<file path="src/rtl/time_pkg.sv">
// time_pkg: shared definitions for the time-of-day core.
// Holds the command opcodes, the field limits and widths of the hh:mm:ss
// registers, the PAUSED/RUN state encoding and a small range-check helper.
package time_pkg;

  // Command opcodes driven by the button/opcode decoder
  localparam logic [3:0] OP_NOP      = 4'd0;
  localparam logic [3:0] OP_SET_SEC  = 4'd1;
  localparam logic [3:0] OP_SET_MIN  = 4'd2;
  localparam logic [3:0] OP_SET_HOUR = 4'd3;
  localparam logic [3:0] OP_CLR      = 4'd4;
  localparam logic [3:0] OP_PAUSE    = 4'd5;
  localparam logic [3:0] OP_RUN      = 4'd6;
  localparam logic [3:0] OP_INC_MIN  = 4'd7;
  localparam logic [3:0] OP_INC_HOUR = 4'd8;

  // Output field widths
  localparam int SEC_W  = 7;
  localparam int MIN_W  = 7;
  localparam int HOUR_W = 5;

  // Field limits
  localparam logic [6:0] SEC_MAX  = 7'd59;
  localparam logic [6:0] MIN_MAX  = 7'd59;
  localparam logic [4:0] HOUR_MAX = 5'd23;

  typedef enum logic {
    ST_PAUSED = 1'b0,
    ST_RUN    = 1'b1
  } run_state_e;

  // True when a 7-bit operand lies within 0..max
  function automatic logic in_range(input logic [6:0] val, input logic [6:0] max);
    return (val <= max);
  endfunction

endpackage

</file>
<file path="src/rtl/mod_counter.sv">
// mod_counter: modulo-(MAX+1) up-counter used for the sec, min and hour fields.
// Ports:
//   clk      in  1  system clock, rising edge
//   rst      in  1  asynchronous active-high reset, clears q
//   load     in  1  load load_val (has priority over inc)
//   load_val in  W  value to load
//   inc      in  1  advance by one, wrapping MAX -> 0
//   q        out W  registered count
//   carry    out 1  combinational: inc && q == MAX
module mod_counter #(
  parameter int MAX = 59,
  parameter int W   = 7
) (
  input  logic         clk,
  input  logic         rst,
  input  logic         load,
  input  logic [W-1:0] load_val,
  input  logic         inc,
  output logic [W-1:0] q,
  output logic         carry
);

  localparam logic [W-1:0] MAX_V = W'(MAX);

  logic [W-1:0] q_d;

  assign carry = inc && (q == MAX_V);

  // Next count: load wins over increment, otherwise hold
  always_comb begin
    q_d = q;
    if (load) begin
      q_d = load_val;
    end else if (inc) begin
      q_d = (q == MAX_V) ? {W{1'b0}} : (q + W'(1));
    end else begin
      q_d = q;
    end
  end

  // Count register
  always_ff @(posedge clk or posedge rst) begin
    if (rst) begin
      q <= {W{1'b0}};
    end else begin
      q <= q_d;
    end
  end

endmodule

</file>
<file path="src/rtl/time_keeper.sv">
// time_keeper: time-of-day core of the alarm clock.
// Runs hh:mm:ss from an internal 1 Hz prescaler and executes set/run commands.
// Ports:
//   clk       in  1  system clock, rising edge
//   rst       in  1  asynchronous active-high reset
//   op        in  4  command opcode, sampled when op_valid=1
//   op_valid  in  1  single-cycle command strobe
//   set_val   in  7  operand for SET_SEC / SET_MIN / SET_HOUR
//   sec       out 7  seconds 0..59
//   min       out 7  minutes 0..59
//   hour      out 5  hours 0..23
//   running   out 1  1 in RUN state
//   sec_pulse out 1  one cycle, with each tick-driven seconds update
//   err       out 1  one cycle, after an unknown opcode or out-of-range operand
module time_keeper #(
  parameter int CLK_HZ = 100_000_000
) (
  input  logic       clk,
  input  logic       rst,
  input  logic [3:0] op,
  input  logic       op_valid,
  input  logic [6:0] set_val,
  output logic [6:0] sec,
  output logic [6:0] min,
  output logic [4:0] hour,
  output logic       running,
  output logic       sec_pulse,
  output logic       err
);

  import time_pkg::*;

  localparam int              PW = (CLK_HZ > 1) ? $clog2(CLK_HZ) : 1;
  localparam logic [PW-1:0]   TC = PW'(CLK_HZ - 1);

  run_state_e    state_q, state_d;
  logic [PW-1:0] presc_q, presc_d;
  logic          pend_q, pend_d;
  logic          running_q, sec_pulse_q, err_q;

  logic ld_sec_s, ld_min_s, ld_hour_s, clr_s;
  logic inc_min_cmd_s, inc_hour_cmd_s, run_cmd_s, pause_cmd_s, bad_s;
  logic tick_s, adv_s;
  logic sec_carry_s, min_carry_s, hour_carry_unused_s;

  // Command decode; invalid operands and unknown opcodes only raise err
  always_comb begin
    ld_sec_s       = 1'b0;
    ld_min_s       = 1'b0;
    ld_hour_s      = 1'b0;
    clr_s          = 1'b0;
    inc_min_cmd_s  = 1'b0;
    inc_hour_cmd_s = 1'b0;
    run_cmd_s      = 1'b0;
    pause_cmd_s    = 1'b0;
    bad_s          = 1'b0;
    if (op_valid) begin
      case (op)
        OP_NOP:      bad_s = 1'b0;
        OP_SET_SEC:  begin
          ld_sec_s = in_range(set_val, SEC_MAX);
          bad_s    = !in_range(set_val, SEC_MAX);
        end
        OP_SET_MIN:  begin
          ld_min_s = in_range(set_val, MIN_MAX);
          bad_s    = !in_range(set_val, MIN_MAX);
        end
        OP_SET_HOUR: begin
          // Comparing the full 7 bits also rejects set_val[6:5] != 0
          ld_hour_s = in_range(set_val, {2'b00, HOUR_MAX});
          bad_s     = !in_range(set_val, {2'b00, HOUR_MAX});
        end
        OP_CLR:      clr_s          = 1'b1;
        OP_PAUSE:    pause_cmd_s    = 1'b1;
        OP_RUN:      run_cmd_s      = 1'b1;
        OP_INC_MIN:  inc_min_cmd_s  = 1'b1;
        OP_INC_HOUR: inc_hour_cmd_s = 1'b1;
        default:     bad_s          = 1'b1;
      endcase
    end else begin
      bad_s = 1'b0;
    end
  end

  assign tick_s = (state_q == ST_RUN) && (presc_q == TC);

  // A tick (fresh or deferred) advances time only in a command-free cycle
  assign adv_s = !op_valid && (tick_s || pend_q);

  // Prescaler and deferred-tick bookkeeping
  always_comb begin
    presc_d = presc_q;
    pend_d  = 1'b0;
    if (clr_s || ld_sec_s) begin
      presc_d = {PW{1'b0}};
    end else if (state_q == ST_RUN) begin
      presc_d = tick_s ? {PW{1'b0}} : (presc_q + PW'(1));
    end else begin
      presc_d = presc_q;
    end
    // Keep a colliding tick for later unless the command restarts the second
    if (op_valid && (tick_s || pend_q) && !(clr_s || ld_sec_s)) begin
      pend_d = 1'b1;
    end else begin
      pend_d = 1'b0;
    end
  end

  // PAUSED/RUN next-state logic
  always_comb begin
    state_d = state_q;
    case (state_q)
      ST_PAUSED: begin
        if (run_cmd_s) state_d = ST_RUN;
        else           state_d = ST_PAUSED;
      end
      ST_RUN: begin
        if (pause_cmd_s) state_d = ST_PAUSED;
        else             state_d = ST_RUN;
      end
      default: state_d = ST_PAUSED;
    endcase
  end

  // State, prescaler and registered flag outputs
  always_ff @(posedge clk or posedge rst) begin
    if (rst) begin
      state_q     <= ST_PAUSED;
      presc_q     <= {PW{1'b0}};
      pend_q      <= 1'b0;
      running_q   <= 1'b0;
      sec_pulse_q <= 1'b0;
      err_q       <= 1'b0;
    end else begin
      state_q     <= state_d;
      presc_q     <= presc_d;
      pend_q      <= pend_d;
      running_q   <= (state_d == ST_RUN);
      sec_pulse_q <= adv_s;
      err_q       <= bad_s;
    end
  end

  mod_counter #(.MAX(int'(SEC_MAX)), .W(SEC_W)) u_sec (
    .clk      (clk),
    .rst      (rst),
    .load     (ld_sec_s || clr_s),
    .load_val (clr_s ? 7'd0 : set_val),
    .inc      (adv_s),
    .q        (sec),
    .carry    (sec_carry_s)
  );

  // INC_MIN also produces a carry at 59, but only tick carries reach hour
  mod_counter #(.MAX(int'(MIN_MAX)), .W(MIN_W)) u_min (
    .clk      (clk),
    .rst      (rst),
    .load     (ld_min_s || clr_s),
    .load_val (clr_s ? 7'd0 : set_val),
    .inc      (sec_carry_s || inc_min_cmd_s),
    .q        (min),
    .carry    (min_carry_s)
  );

  mod_counter #(.MAX(int'(HOUR_MAX)), .W(HOUR_W)) u_hour (
    .clk      (clk),
    .rst      (rst),
    .load     (ld_hour_s || clr_s),
    .load_val (clr_s ? 5'd0 : set_val[4:0]),
    .inc      ((min_carry_s && adv_s) || inc_hour_cmd_s),
    .q        (hour),
    .carry    (hour_carry_unused_s)
  );

  assign running   = running_q;
  assign sec_pulse = sec_pulse_q;
  assign err       = err_q;

endmodule

</file>
<file path="config.mk">
export PLATFORM = sky130hd
export DESIGN_NAME = time_keeper
export DESIGN_NICKNAME = d
export VERILOG_FILES = /design/src/rtl/time_pkg.sv /design/src/rtl/mod_counter.sv /design/src/rtl/time_keeper.sv
export SDC_FILE = /design/constraint.sdc
export NUM_CORES = 1
export LEC_CHECK = 0
export CAP_MARGIN = 10
export CORE_MARGIN = 1
export CORE_UTILIZATION = 25
export CTS_CLUSTER_DIAMETER = 120
export DETAILED_ROUTE_END_ITERATION = 10
export PLACE_DENSITY_LB_ADDON = 0.12
export SLEW_MARGIN = 20
export SYNTH_ARGS = -nofsm -noshare
export SYNTH_HDL_FRONTEND = slang
export SYNTH_SLANG_ARGS = --single-unit
</file>
<file path="constraint.sdc">
create_clock -name clk -period 2.6 [get_ports clk]
set_input_delay 0.78 -clock clk [delete_from_list [all_inputs] [get_ports clk]]
set_output_delay 0.78 -clock clk [all_outputs]
set_load 0.05 [all_outputs]
</file>
==> results.md <==
* Vertical extent of the die at 111 µm
* Overall Global Routing Usage at 14.5%
* WP data required at 2840 ps
* Yosys Warn Count at 0
* Cell with the most instances after synthesis: sky130_fd_sc_hd__dfrtp_1
* Slew Limit Headroom at 65.8%
* Top achievable clock speed at 398 MHz
* Crit Reg-Reg Endpoint: u_min.q[6]$_DFFE_PP0P_
* Number of clock sinks at 50
* Post-Synthesis Mean Instance Area at 9.36 µm²
* Result of the run: completed
* Initial Util at 25.8%
* Post-synthesis cell type count at 59
* Largest fanout of any net on the critical path at 5
* FF-to-FF Start: presc_q[0]$_DFFE_PP0P_
* I/O pin count at 36
* Count of max-cap constraint violations at 0
* Number of buffers inserted to repair setup after CTS at 0
* Relative area change from synthesis to final layout at 36.7%
* Internal at 0.00156 W
* Async set or reset register ratio after synthesis at 100%
* Insertion delay of the later-clocked pin in the worst-skew pair at 300 ps
* Overall via count from detail_route at 2685
* Initial antenna violation count at 0
* Share of power burned in the clock network at 28.5%
* Overflow left after global routing at 0
* Wire length after detailed routing at 8640 µm
* Fraction of the cycle the final worst path needs at 96.5%
* Fraction of the yosys area taken by sequential cells at 42.1%
* CTS Root Cell: sky130_fd_sc_hd__clkbuf_16
* Number of filler cells placed in the layout at 1204
* Main synth FF type: sky130_fd_sc_hd__dfrtp_1
* Maximum number of pins on one net before global-route repair at 51
* Length of the first detailed-routing pass in iterations at 4
* Fraction of final layout cells sized beyond drive strength 1 at 20.6%
* P per Cell Area at 608 nW/µm²
* Worst slew pin tran at 511 ps
* Crit path launch: set_val[4]
* Top cells by instance count after synthesis: sky130_fd_sc_hd__dfrtp_1 (50), sky130_fd_sc_hd__nor2_1 (37), sky130_fd_sc_hd__nand2_1 (34)
* Per-cell via count in the routed design at 4.92
* Share of total power consumed by net switching at 37.0%
* Share of the synthesized area in the top cell type at 42.1%
* Biggest cell delay along the critical path at 420 ps
* Setup crit end kind: flop
* Setup violation total in the final timing report at 0
* Drt wl/cell at 15.8 µm
* Reported leakage power at 1.88 nW
* Portion of total power attributed to sequential cells at 41.5%
* Flip-flop and latch count after synthesis at 50
* First-pass GRT wire length at 13900 µm
* Clock slew at the register clock pins of the worst setup and hold paths at 80 ps
* Capture point of the worst path: u_hour.q[4]$_DFFE_PP0P_
* H-tree depth at 2
* Worst hold path class: flop to flop
* Core outline area at 11500 µm²
* CTS Buffer Depth at 2
* Final count of pins violating max slew at 0
* Setup repair after global routing missed its margin: no
* Port Buf Inserts at 35
* Post-layout utilization of the core at 35.3%
* Cell type contributing the most total cell area after synthesis: sky130_fd_sc_hd__dfrtp_1
* Remaining design rule violation count at 0
* Routability congestion estimate from global placement at 0.849
* Minimum clock period after layout at 2510 ps
* Post-Syn Area at 2980 µm²
* # rows at 39
* Worst IR drop on VDD at 0.000289 V
* Area of the die at 12300 µm²
* Number of buffers inserted during clock tree synthesis at 5
* Maximum clock skew at final layout at 8.04 ps
* Crit Path Class: primary input to flop
* Cell-by-cell listing of the critical path: clkdlybuf4s50_1 > a211o_1 > or4_1 > a21oi_1 > a41oi_2 > a2111oi_2 > a21o_1
* Pre-CTS WS at -353 ps
* Final Hold Vio Count at 0
* Slack of the worst reg-to-reg path at 150 ps
* Smallest setup slack after layout at 90.4 ps
* Final HPWL DP at 6360 µm
* Startpoint type of the worst setup path: primary input
* EDFF count, synth at 0
* Slowest CP cell: sky130_fd_sc_hd__clkdlybuf4s50_1
* Psw at 0.000914 W
* Final layout net count at 420
* Number of diodes added for antenna fixing at 0
* Synthesized instance count at 318
* Total chip power at 0.00247 W
* Vias in the first global route at 2671
* Count of cells along the worst register-to-register path at 7
* Power share of the combinational group at 30.0%
* Post-CTS Hold Buffers at 0
* Drt initial violations at 116
* Worst path arrival time at 2750 ps
* Clock tree from TritonCTS: yes
* Chip Width at 111 µm
* ANT nets after route at 0
* Synth area leaders: sky130_fd_sc_hd__dfrtp_1 (42%), sky130_fd_sc_hd__xor2_1 (5.9%), sky130_fd_sc_hd__nor2_1 (4.7%), sky130_fd_sc_hd__nand2_1 (4.3%), sky130_fd_sc_hd__nand3_1 (4.0%)
* Synthesized netlist net count at 336
==> registers in the layout, indices dropped and copies added, names as in the netlist <==
register and count:
err 1, presc_q 27, running 1, u_hour.q 5, u_min.q 7, sec_pulse 1
pend_q 1, u_sec.q 7
==> metrics by stage <==
stage          TNS, ps  hold WS, ps  std cells  area (µm²)
6_report             0          518        546        4070
5_1_grt              0          537        546        4070
4_1_cts              0          530        546        4040
3_5_place_dp     -6990          519        538        3880
3_3_place_gp     -5860          494        538        3880
2_1_floorplan    -2.81          470        318        2990
==> routing by layer <==
metal / share of wire, % / global-route usage (%) / vias up
met3: 2.3 / 2.24 / 12
met5: 0 / 0 / -
met2: 47 / 23.9 / 43
met4: 1.9 / 5.59 / 0
li1: - / - / 1337
met1: 49 / 19.0 / 1293
==> power by group through the flow <==
stage / registers [W] / logic (W) / clock network, W
floorplan: 0.00120 / 0.000289 / 0
global placement: 0.00104 / 0.000742 / 0
detailed placement: 0.00104 / 0.000747 / 0
CTS: 0.00103 / 0.000750 / 0.000731
global route: 0.00104 / 0.000824 / 0.000755
finish: 0.00103 / 0.000742 / 0.000706
==> how the worst min path moves through the flow <==
stage / start / endpoint / slack, ps / cells after the start
3_5_place_dp: presc_q[0]$_DFFE_PP0P_ / presc_q[0]$_DFFE_PP0P_ / 520 / 1
6_report: presc_q[0]$_DFFE_PP0P_ / presc_q[0]$_DFFE_PP0P_ / 520 / 1
4_1_cts: presc_q[0]$_DFFE_PP0P_ / presc_q[0]$_DFFE_PP0P_ / 530 / 1
2_1_floorplan: presc_q[0]$_DFFE_PP0P_ / presc_q[0]$_DFFE_PP0P_ / 470 / 1
3_3_place_gp: presc_q[0]$_DFFE_PP0P_ / presc_q[0]$_DFFE_PP0P_ / 490 / 1
5_1_grt: presc_q[0]$_DFFE_PP0P_ / presc_q[0]$_DFFE_PP0P_ / 540 / 1
==> worst max-delay path, delay by kind of cell <==
family | cells | cell delay [ps]
compound gates | 5 | 1130
buf+inv | 1 | 420
simple gates | 1 | 420
==> kinds of logic after synthesis <==
| group | count (synthesis) | synth area share (%) |
|---|---|---|
| compound gates | 62 | 16.9 |
| xor+xnor | 23 | 6.77 |
| fa+ha+maj | 4 | 1.68 |
| buf+inv | 20 | 2.82 |
| flops | 50 | 42.1 |
| mux | 7 | 2.36 |
| simple gates | 152 | 27.4 |
==> what timing repair did <==
action | 4_1_cts | 5_1_grt
gates cloned | 0 | 0
pin swaps | 1 | 7
resized for setup | 1 | 8
setup endpoints to repair | 2 | 8
==> final cells by class <==
cell class              instances  area, µm²  area share, %
clock buffers                   5        125           3.08
inverters                       9       33.8          0.831
well taps                     143        179           4.40
repair buffers                 88        774           19.0
flip-flops and latches         50       1250           30.8
multi-input cells             248       1680           41.2
clock inverters                 3       28.8          0.707
==> placed cells by master (no fill, tap or decap), drive strengths merged, types with 7 or more instances in the layout <==
cell type / count
buf: 53
dfrtp: 50
nor2: 37
nand2: 34
clkdlybuf4s50: 31
nand3: 24
xor2: 20
nand4: 14
o21ai: 14
a21oi: 10
inv: 10
and3: 8
o211ai: 7
mux2i: 7
(Power assumes the default switching activity.)
==> RTL change, RTL diff (same flow settings) <==
Put a register stage on the output `hour`, with the module's reset. The value now appears one clock later. The other outputs are not delayed to match.
--- a/src/rtl/time_keeper.sv
+++ b/src/rtl/time_keeper.sv
@@ -34,2 +34,4 @@
   localparam logic [PW-1:0]   TC = PW'(CLK_HZ - 1);
+
+  logic [4:0] hour_d;
 
@@ -170,3 +172,3 @@
     .inc      ((min_carry_s && adv_s) || inc_hour_cmd_s),
-    .q        (hour),
+    .q        (hour_d),
     .carry    (hour_carry_unused_s)
@@ -178,2 +180,10 @@
 
+  always_ff @(posedge clk or posedge rst) begin
+    if (rst) begin
+      hour <= '0;
+    end else begin
+      hour <= hour_d;
+    end
+  end
+
 endmodule
Function: changed (Yosys sat finds a counterexample within 4 cycles, from zero or initial values and one cycle with rst high).
==> RTL change against the original RTL <==
Power is 10% higher; clock skew down 0.0018 ns; utilization down 0.25 points; critical path type is now register to primary output; non-clock buffer count is 1 higher; synthesized cell count is 9.1% higher; combinational power increased by 5.7%; synthesized area up 4.6%; final cell count grew 9.0%; wire length decreased by 1.4%; sequential cell count up 5; count of clock-buffer cells in the layout stayed put; largest power group unchanged; setup slack gained 0.13 ns; design area increased by 4.0%.
==> RTL change: results (changes against the original RTL) <==
- Setup Skew: 0.00622 ns (-0.00183 ns)
- Antenna violations before repair: 1 (+1)
- Slew headroom: 65.4% (-0.42 points)
- Top post-synthesis cells by area: dfrtp_1, nor2_1, nand2_1
- DRT iter0 DRCs: 98 (-16%)
- Placer congestion estimate: 0.801 (-5.7%)
- Max FO, Critical Path: 8 (+3)
- Total global-route track usage: 14.1% (-0.35 points)
- Worst hold margin: 0.444 ns (-0.0743 ns)
- Syn. warnings: 0 (unchanged)
- Max cap viols: 0 (unchanged)
- Netlist cell types: 59 (unchanged)
- Status: finished clean
- Vias per cell: 4.74 (-3.5%)
- Synth top cells by count: dfrtp_1, nor2_1, nand2_1
- Vias in the first global route: 2835 (+6.1%)
- Launch point of the worst path: u_sec.q[2]$_DFFE_PP0P_
- Worst Setup EP: sec[2]
- Port Buffer Count: 35 (unchanged)
- Peak supply drop: 0.425 mV (+47%)
- Largest net degree at the start of global routing: 56 (+9.8%)
- Reg-to-reg startpoint: presc_q[0]$_DFFE_PP0P_
- Total Wirelength: 8520 um (-1.4%)
- Pleak: 1.80 nW (-3.9%)
- Share of cells above drive strength 1: 19.4% (-1.2 points)
- Slowest cell delay on critical path: 0.84 ns (+0.42 ns)
- Worst path top cell family by delay: buffers and inverters
- Sequential element share of the synthesized area: 44.2% (+2.2 points)
- Final #Nets: 444 (+5.7%)
- RR Endpoint: u_min.q[2]$_DFFE_PP0P_
- Mapped Nets: 365 (+8.6%)
- First-pass GRT wire length: 14500 um (+3.9%)
- Share of the synthesized area in the top cell type: 44.2% (+2.2 points)
- CP max-delay cell: clkdlybuf4s50_1
- CP arrival: 1.60 ns (-1.15 ns)
- Register-to-register setup slack: 0.29 ns (+0.14 ns)
- Post-DP HPWL: 6230 um (-2.1%)
- # clock sinks: 55 (+10%)
- DRC: 0 (unchanged)
- Clock transition at path regs: ~0.07 ns
RTL change: cell count changes after synthesis, sizes merged, moves of 7 or more:
cell   change
a21oi     +14
nand3      -8
o21ai      +7
or3        +8
xnor2      +8
xor2       -8
RTL change: repair_timing:
action,in CTS,in global routing
buffers inserted,0,1
gates resized for setup,0,9
setup endpoints to repair,0,16
RTL change: where the power goes:
part	total (mW)	internal, mW	switching [mW]
registers	1.16	0.999	0.161
clock network	0.785	0.455	0.330
logic	0.784	0.324	0.460
RTL change: metal layers:
metal | up-vias | global-route usage (%) | part of all wire (%)
met5 | - | 0 | 0.15
met4 | 2 | 4.56 | 1.5
met3 | 12 | 2.44 | 3.1
met2 | 41 | 22.8 | 46
met1 | 1369 | 19.2 | 49
li1 | 1399 | - | -
RTL change: worst min path at each step:
stage / from / to / depth (start not counted)
after floorplan: u_hour.q[4]$_DFFE_PP0P_ / hour[4]$_DFF_PP0_ / 0
after global placement: u_hour.q[4]$_DFFE_PP0P_ / hour[4]$_DFF_PP0_ / 0
after detailed placement: u_hour.q[4]$_DFFE_PP0P_ / hour[4]$_DFF_PP0_ / 0
after CTS: u_hour.q[4]$_DFFE_PP0P_ / hour[4]$_DFF_PP0_ / 0
after global routing: u_hour.q[4]$_DFFE_PP0P_ / hour[4]$_DFF_PP0_ / 0
final: u_hour.q[4]$_DFFE_PP0P_ / hour[4]$_DFF_PP0_ / 0
RTL change: cell families (layout without fill, tap and decap cells):
group           count (synthesis)  count (layout)  synth area share (%)
simple gates                  164             164                  27.8
compound gates                 69              69                  14.6
flops                          55              55                  44.2
buf+inv                        28             108                  3.94
xor+xnor                       23              23                  6.47
fa+ha+maj                       4               4                  1.61
mux                             4               4                  1.37
RTL change: cell type report:
cell class,instances,area (um2)
Clock buffer,5,125
Clock inverter,3,43.8
Fill cell,1252,7830
Inverter,11,46.3
Multi-Input combinational cell,264,1640
Sequential cell,55,1380
Tap cell,168,210
Timing Repair Buffer,89,788
RTL change: through the flow:
stage / instance area [um2] / setup WS [ns] / TNS (ns) / total power [mW] / instances
global route: 4230 / 0.0414 / 0 / 2.89 / 595
finish: 4230 / 0.217 / 0 / 2.73 / 595
detailed placement: 4020 / -0.257 / -5.77 / 1.96 / 586
floorplan: 3110 / 0.233 / 0 / 1.67 / 347
CTS: 4190 / 0.0560 / 0 / 2.77 / 594
global placement: 4020 / -0.199 / -4.75 / 1.97 / 586
